--- src/rtl/l2r_pkg.sv ---
// Shared types and sizing for the L2 line responder: line/beat geometry and FSM states.
package l2r_pkg;

    localparam int S_OFFSET   = 5;
    localparam int S_LINE     = 8 * (2 ** S_OFFSET);
    localparam int S_BEAT     = 64;
    localparam int N_BEATS    = S_LINE / S_BEAT;
    localparam int BEAT_IDX_W = $clog2(N_BEATS);
    localparam int TAG_W      = 32 - S_OFFSET;

    localparam logic [BEAT_IDX_W-1:0] LAST_BEAT = BEAT_IDX_W'(N_BEATS - 1);

    typedef enum logic [1:0] {
        IDLE,
        RD_BURST,
        WR_BURST,
        RESPOND
    } l2r_state_t;

endpackage

--- src/rtl/l2r_line_buffer.sv ---
// One-entry line buffer: valid bit, line tag and line data, filled beat-wise or whole-line.
module l2r_line_buffer
    import l2r_pkg::*;
(
    input  logic                  clk,
    input  logic                  rst_n,
    input  logic                  beat_we,
    input  logic [BEAT_IDX_W-1:0] beat_idx,
    input  logic [S_BEAT-1:0]     beat_data,
    input  logic                  line_we,
    input  logic [S_LINE-1:0]     line_data,
    input  logic                  fill_done,
    input  logic [TAG_W-1:0]      fill_tag,
    input  logic [TAG_W-1:0]      lookup_tag,
    output logic                  hit,
    output logic [S_LINE-1:0]     line
);

    logic                               valid_q;
    logic [TAG_W-1:0]                   tag_q;
    logic [N_BEATS-1:0][S_BEAT-1:0]     line_q;

    // NOTE: sequential state uses non-blocking assignments only. The line itself is
    // cleared on reset as well, because l2_rdata is driven straight from it and must read 0.
    always_ff @(posedge clk or negedge rst_n) begin
        if (!rst_n) begin
            valid_q <= 1'b0;
            tag_q   <= '0;
            line_q  <= '0;
        end else begin
            if (beat_we) begin
                line_q[beat_idx] <= beat_data;
            end
            if (line_we) begin
                line_q <= line_data;
            end
            if (fill_done) begin
                valid_q <= 1'b1;
                tag_q   <= fill_tag;
            end
        end
    end

    assign hit  = valid_q && (tag_q == lookup_tag);
    assign line = line_q;

endmodule

--- src/rtl/l2_line_responder.sv ---
// Line-granularity L2 responder: serves one 256-bit read/write as a 4-beat pmem burst,
// with a one-entry line buffer so repeated reads of the same line skip the burst.
module l2_line_responder
    import l2r_pkg::*;
(
    input  logic              clk,
    input  logic              rst_n,
    input  logic              l2_read,
    input  logic              l2_write,
    input  logic [31:0]       l2_address,
    input  logic [S_LINE-1:0] l2_wdata,
    input  logic              l2_stall,
    output logic              l2_resp,
    output logic [S_LINE-1:0] l2_rdata,
    output logic              l2_ready,
    output logic              pmem_read,
    output logic              pmem_write,
    output logic [31:0]       pmem_address,
    output logic [S_BEAT-1:0] pmem_wdata,
    input  logic [S_BEAT-1:0] pmem_rdata,
    input  logic              pmem_resp
);

    l2r_state_t                     state;
    logic [BEAT_IDX_W-1:0]          cnt;
    logic [TAG_W-1:0]               tag_q;
    logic [N_BEATS-1:0][S_BEAT-1:0] wdata_q;

    logic                  hit;
    logic                  last_beat;
    logic [TAG_W-1:0]      req_tag;
    logic                  unused_offset;

    assign req_tag       = l2_address[31:S_OFFSET];
    assign unused_offset = ^l2_address[S_OFFSET-1:0];
    assign last_beat     = pmem_resp && (cnt == LAST_BEAT);

    always_ff @(posedge clk or negedge rst_n) begin
        if (!rst_n) begin
            state   <= IDLE;
            cnt     <= '0;
            tag_q   <= '0;
            wdata_q <= '0;
        end else begin
            case (state)
                IDLE: begin
                    cnt <= '0;
                    // A write wins when both strobes are up; the read is dropped.
                    if (l2_write) begin
                        tag_q   <= req_tag;
                        wdata_q <= l2_wdata;
                        state   <= WR_BURST;
                    end else if (l2_read) begin
                        if (hit) begin
                            state <= RESPOND;
                        end else begin
                            tag_q <= req_tag;
                            state <= RD_BURST;
                        end
                    end
                end
                RD_BURST, WR_BURST: begin
                    if (pmem_resp) begin
                        cnt <= cnt + BEAT_IDX_W'(1);
                        if (last_beat) begin
                            state <= RESPOND;
                        end
                    end
                end
                RESPOND: begin
                    if (!l2_stall) begin
                        state <= IDLE;
                    end
                end
                default: state <= IDLE;
            endcase
        end
    end

    l2r_line_buffer u_line_buffer (
        .clk        (clk),
        .rst_n      (rst_n),
        .beat_we    ((state == RD_BURST) && pmem_resp),
        .beat_idx   (cnt),
        .beat_data  (pmem_rdata),
        .line_we    ((state == WR_BURST) && last_beat),
        .line_data  (wdata_q),
        .fill_done  (((state == RD_BURST) || (state == WR_BURST)) && last_beat),
        .fill_tag   (tag_q),
        .lookup_tag (req_tag),
        .hit        (hit),
        .line       (l2_rdata)
    );

    // Everything toward pmem decodes from registered state, so reset drops strobes at once.
    assign pmem_read    = (state == RD_BURST);
    assign pmem_write   = (state == WR_BURST);
    assign pmem_address = {tag_q, {S_OFFSET{1'b0}}};
    assign pmem_wdata   = wdata_q[cnt];
    assign l2_resp      = (state == RESPOND);
    assign l2_ready     = (state == IDLE) || ((state == RESPOND) && !l2_stall);

endmodule
--- config.mk ---
export PLATFORM = sky130hd
export DESIGN_NAME = l2_line_responder
export DESIGN_NICKNAME = d
export VERILOG_FILES = /design/src/rtl/l2r_pkg.sv /design/src/rtl/l2r_line_buffer.sv /design/src/rtl/l2_line_responder.sv
export SDC_FILE = /design/constraint.sdc
export NUM_CORES = 1
export LEC_CHECK = 0
export CAP_MARGIN = 20
export CORE_AREA = 8 8 275 277
export DETAILED_ROUTE_END_ITERATION = 12
export DIE_AREA = 0 0 283 285
export GPL_TIMING_DRIVEN = 0
export PLACE_DENSITY = 0.68
export SYNTH_ARGS = -nofsm -noshare
export SYNTH_HDL_FRONTEND = slang
export SYNTH_HIERARCHICAL = 1
export SYNTH_SLANG_ARGS = --single-unit
--- constraint.sdc ---
create_clock -name clk -period 2.7 [get_ports clk]
set_clock_uncertainty 0.05 [all_clocks]
set_input_delay 0.27 -clock clk [delete_from_list [all_inputs] [get_ports clk]]
set_output_delay 0.27 -clock clk [all_outputs]
set_load 0.02 [all_outputs]
-- After elaboration in Yosys (flattened, before gate mapping)
Index checks and enable logic that the tools add are counted.
Widths: inputs -> output; s select.
- $add $sub $neg: 1
- multiply operators: 0
- divide/modulo/power cells: 0
- order comparisons: 2
- equal/unequal tests: 10
- shift operators: 0
- mux-type cells: 19
- bitwise gates (word level): 0
- reduce and logical (&&, ||, !) cells: 19
- operators with widths (operator ; count):
    $mux 256 ; 2
    $bwmux 256 ; 1
    $bmux 64 s2 ; 1
    $demux 64 s2 ; 1
    $mux 64 ; 2
    $mux 27 ; 3
    $eq 27x27->1 ; 1
    $mux 2 ; 7
    $ne 2x2->1 const B ; 4
    $logic_and 1x1->1 ; 7
    $eq 2x2->1 const B ; 3
    $pmux 2 s3 ; 1
    $reduce_bool 2->1 ; 3
    $pmux 2 s2 ; 1
    $reduce_and 2->1 ; 2
    $reduce_and 4->1 ; 1
    $lt 2x3->1 const B ; 1
    $ne 3x3->1 const B ; 1
    $reduce_and 3->1 ; 1
    $add 2x1->2 const B ; 1
    $eq 2x1->1 const B ; 1
    $ge 2x1->1 const B ; 1
    $logic_not 2->1 ; 1
    $logic_or 1x1->1 ; 2
    2 further kinds ; 2
- flip-flop bits (word level): 571
- latch bits: 0
- bits in writable memories: 0
- bits in read-only memories: 0
- input bits: 358
- output and inout bits: 356
- memories: 0

-- Depth between registers and ports, before layout
- depth after elaboration: 7
- depth in mapped cells: 10
- depth with buffers taken out: 7

-- Modules after synthesis
The synthesis kept the hierarchy.
- by module, submodules not included (module ; instances ; cells an instance ; area an instance (um^2)):
    l2r_line_buffer ; 1 ; 1208 ; 13157.6
    l2_line_responder ; 1 ; 714 ; 12462.0

-- Worst setup path after synthesis
Ideal clock, no wire load.
- path type: register -> register
- start point: register u_line_buffer.tag_q[8]
- end point: register, netlist name tag_q[10]
- setup time: 0.125 ns
- arrival: 2.244 ns
- setup slack: 0.281 ns
- stages on the path, launching flop included: 9
- cells stage by stage: dfrtp_1 -> xnor2_1 -> nand4_1 -> or4_1 -> nor4_2 -> nor2b_1 -> o21ai_2 -> buf_4 -> mux2_2
- RTL lines (item ; RTL line ; source):
    from (decl) ; l2r_line_buffer.sv:20 ; logic [TAG_W-1:0] tag_q;
    from (signal assigned) ; l2r_line_buffer.sv:39 ; tag_q <= fill_tag;

-- Final worst setup path
- start point: register state[0]
- end point: register u_line_buffer.line_q, in the netlist u_line_buffer/line[49]
- longest elaborated chain between the ends: 3
- ends and longest elaborated chain (item ; RTL line ; source):
    from (decl) ; l2_line_responder.sv:24 ; l2r_state_t state;
    from (signal assigned) ; l2_line_responder.sv:40 ; state <= IDLE;
    from (signal assigned) ; l2_line_responder.sv:52 ; state <= WR_BURST;
    from (signal assigned) ; l2_line_responder.sv:55 ; state <= RESPOND;
    $eq 2x2->1 / $eq 2x1->1 (equally long branches) ; l2_line_responder.sv:86, l2_line_responder.sv:83 ;
    $logic_and 1x1->1 (on tied branches) ; l2_line_responder.sv:86, l2_line_responder.sv:83 ;
    $mux 256 / $reduce_bool 2->1 (equally long branches) ; - ;
    to (signal, indexed assignment) ; l2r_line_buffer.sv:32 ; line_q[beat_idx] <= beat_data;
    to (signal assigned) ; l2r_line_buffer.sv:35 ; line_q <= line_data;
    to (decl) ; l2r_line_buffer.sv:21 ; logic [N_BEATS-1:0][S_BEAT-1:0] line_q;
Several ways; a longest one is shown, not always the timed one.
A chain may end at the register's enable or synchronous reset.

==> impl_metrics.json <==
{
  "switchingPower_w": 0.0177,
  "portBuffers": 703,
  "clock-sinks": 571,
  "period_minus_slack_ns": 2.64,
  "coreArea_mm2": 0.0710,
  "syn_area_mm2": 0.0256,
  "p_int_w": 0.0289,
  "synthTopCellsByArea": "dfrtp_1 56%, mux2_2 14%, mux2i_1 10%",
  "grt_pass1_wl_mm": 155,
  "path_clk_slew_ns": 0.06,
  "maxCapViolations": 0,
  "hpwl_mm": 80.2,
  "num_vias": 20000,
  "p_leak_nw": 16.1,
  "cts_buffers": 66,
  "mostFrequentLayoutCells": "638 x clkdlybuf4s50_1, 569 x dfrtp_1, 310 x mux2_2",
  "insertion_delay_ns": 0.61,
  "power.density_mw_per_mm2": 1270,
  "die_h_um": 285,
  "row_count": 98,
  "wl_mm": 109,
  "cts.path.max_buffers": 3,
  "grt_max_degree": 123,
  "hold_class": "input pin to asynchronous set/reset pin",
  "p_sw_share_pct": 38.0,
  "crit_chain": "inv_1, ha_1, and3_1, buf_4, buf_6, clkbuf_1, o21ai_0",
  "yosysTopAreaCell": "dfrtp_1",
  "max_freq_mhz": 379,
  "drtIter0Drc": 1655,
  "syn_to_final_growth_pct": 43.0,
  "worst_slew_pin_slew_ns": 0.978,
  "first_pass_iters": 5,
  "die-area_mm2": 0.0807,
  "drt.antenna.violating_nets": 0,
  "dp.cells": 3584,
  "num-fill-cells": 6051,
  "setup.worst_path.start_class": "flip-flop",
  "num_io_pins": 714,
  "fin_area_mm2": 0.0366,
  "fin_nets": 3078,
  "hold_viol": 0,
  "async_flop_share_pct": 100,
  "synth.distinct_cells": 34,
  "chipWidth_um": 283,
  "cp_slowest_cell": "clkbuf_1",
  "gp_congestion": 0.938,
  "drc": 0,
  "grt_pass1_vias": 21500,
  "synth_top_area_share_pct": 55.8,
  "final_common_cell": "clkdlybuf4s50_1",
  "relSlewSlack_pct": 34.8,
  "instances_no_fill": 3743,
  "status": "finished, final reports clean",
  "fin_crit_sh_pct": 97.7,
  "groute.usage.overall_pct": 26.0,
  "final_util_pct": 51.6,
  "critPathRequiredTime_ns": 3.07,
  "crit_family": "buffers and inverters",
  "ys_ff_latch": 571,
  "placed_area_mm2": 0.0340,
  "grt_overflow_total": 0,
  "cts_root_buf": "clkbuf_16",
  "p_seq_share_pct": 34.6,
  "synth-main-ff-cell": "dfrtp_1",
  "ir_worst_vdd_uv": 772,
  "combPwrFrac_pct": 45.2,
  "wl_per_cell_um": 29.1,
  "worstSetupEndpointType": "flip-flop",
  "antenna_found_initial": 38,
  "path_buf_inv": 4,
  "yosysSeqAreaShare_pct": 55.8,
  "cts_max_level": 3,
  "yosysWarnings": 6,
  "max_stage_delay_ns": 0.76,
  "p_clk_share_pct": 20.2,
  "setup_viol": 0,
  "vias_per_cell": 5.33,
  "rsz0062_at_grt": "true",
  "cp.arrival_ns": 3.01,
  "synth.avg_cell_area_um2": 13.3,
  "initial_core_util_pct": 36.1,
  "syn_inst": 1922,
  "cts_tree": "yes",
  "cp_max_fo": 10,
  "worstSetupPathType": "flip-flop to flip-flop",
  "final_layout_size_suffix_gt1_share_pct": 24.1,
  "synth-edff-count": 0,
  "maxSlewViolCount": 0
}
==> power by group through the flow <==
stage          registers, W  clock network (W)  logic (W)
2_1_floorplan        0.0174                  0    0.00893
6_report             0.0161            0.00939     0.0211
3_3_place_gp         0.0160                  0     0.0208
5_1_grt              0.0165            0.00992     0.0221
3_5_place_dp         0.0161                  0     0.0212
4_1_cts              0.0160            0.00958     0.0212
==> cells in the mapped netlist (3+ instances only) <==
master / number
mux2i_1: 257
xnor2_1: 27
buf_8: 6
buf_4: 41
nand2_1: 260
inv_1: 3
o21ai_1: 11
o21ai_0: 246
mux2_2: 310
clkbuf_1: 33
ha_1: 6
nand4_1: 7
buf_6: 34
buf_2: 23
mux4_2: 64
dfrtp_1: 571
==> worst register-to-register path, cell delays in order (launching register included) <==
cell and delay [ns]:
dfrtp_1 0.42, inv_1 0.13, ha_1 0.18, and3_1 0.17, buf_4 0.23, buf_6 0.25
clkbuf_1 0.76, o21ai_0 0.26
==> stage by stage <==
step | power, W | TNS, ns | hold slack, ns | setup slack (ns)
final | 0.0465 | 0 | 0.203 | 0.0628
after global routing | 0.0486 | -0.0778 | 0.197 | -0.0240
after CTS | 0.0468 | -0.273 | 0.183 | -0.108
after detailed placement | 0.0373 | -116.89 | 0.233 | -0.785
after global placement | 0.0368 | - | 0.401 | -24.17
after floorplan | 0.0263 | 0 | -0.0756 | 0.281
==> registers in the layout (all words and copies together) (netlist names) <==
signal	cells
cnt	2
u_line_buffer/valid_q	1
state	2
u_line_buffer/tag_q	27
wdata_q	256
u_line_buffer/line	256
tag_q	27
==> logic make-up after synthesis <==
group,synth area share (%)
and+or+nand+nor,4.41
xor gates and xnor gates,0.923
AOI/OAI and AO/OA,5.26
buffers and inverters,4.02
DFF,55.8
other,0.0146
adders and majority gates,0.293
muxes,29.3
==> metal layers <==
metal	GRT usage, %	routed length (um)	up-vias
met4	11.6	4840	16
met3	7.70	9110	223
met2	43.0	52600	997
met5	0	109	-
met1	31.3	42100	10300
li1	-	-	8453
==> final cells by class <==
cell class	instances	area [um2]	share of cell area [%]
diodes	29	72.6	0.198
well taps	950	1190	3.24
plain buffers	137	1200	3.27
inverters	3	11.3	0.0307
multi-input cells	1215	10300	28.2
repair buffers	720	7250	19.8
clock inverters	25	337	0.919
clock buffers	93	1950	5.31
flip-flops and latches	571	14300	39.0
==> what timing repair did <==
item / in CTS / in global routing
buffers inserted: 7 / 2
resized for setup: 236 / 17
gates cloned: 2 / 0
setup endpoints to repair: 335 / 91
hold endpoints to repair: 68 / 0
pin swaps: 1 / 1
hold buffers: 1 / 0
==> path summary, 6_finish.rpt <==
path	cells after the start	startpoint	end	slack, ns
min in group clk	2	l2_wdata[251]	wdata_q[251]$_DFFE_PN0P_	0.22
setup reg to reg	7	state[0]$_DFFE_PN0P_	u_line_buffer/line[49]$_DFFE_PN0P_	0.06
setup / recovery	7	state[0]$_DFFE_PN0P_	u_line_buffer/line[49]$_DFFE_PN0P_	0.06
hold reg to reg	1	u_line_buffer/valid_q$_DFFE_PN0P_	u_line_buffer/valid_q$_DFFE_PN0P_	0.44
max in group asynchronous	5	rst_n	u_line_buffer/line[239]$_DFFE_PN0P_	0.61
hold / removal	2	rst_n	u_line_buffer/line[144]$_DFFE_PN0P_	0.20
Power figures use the tool's default switching activity.
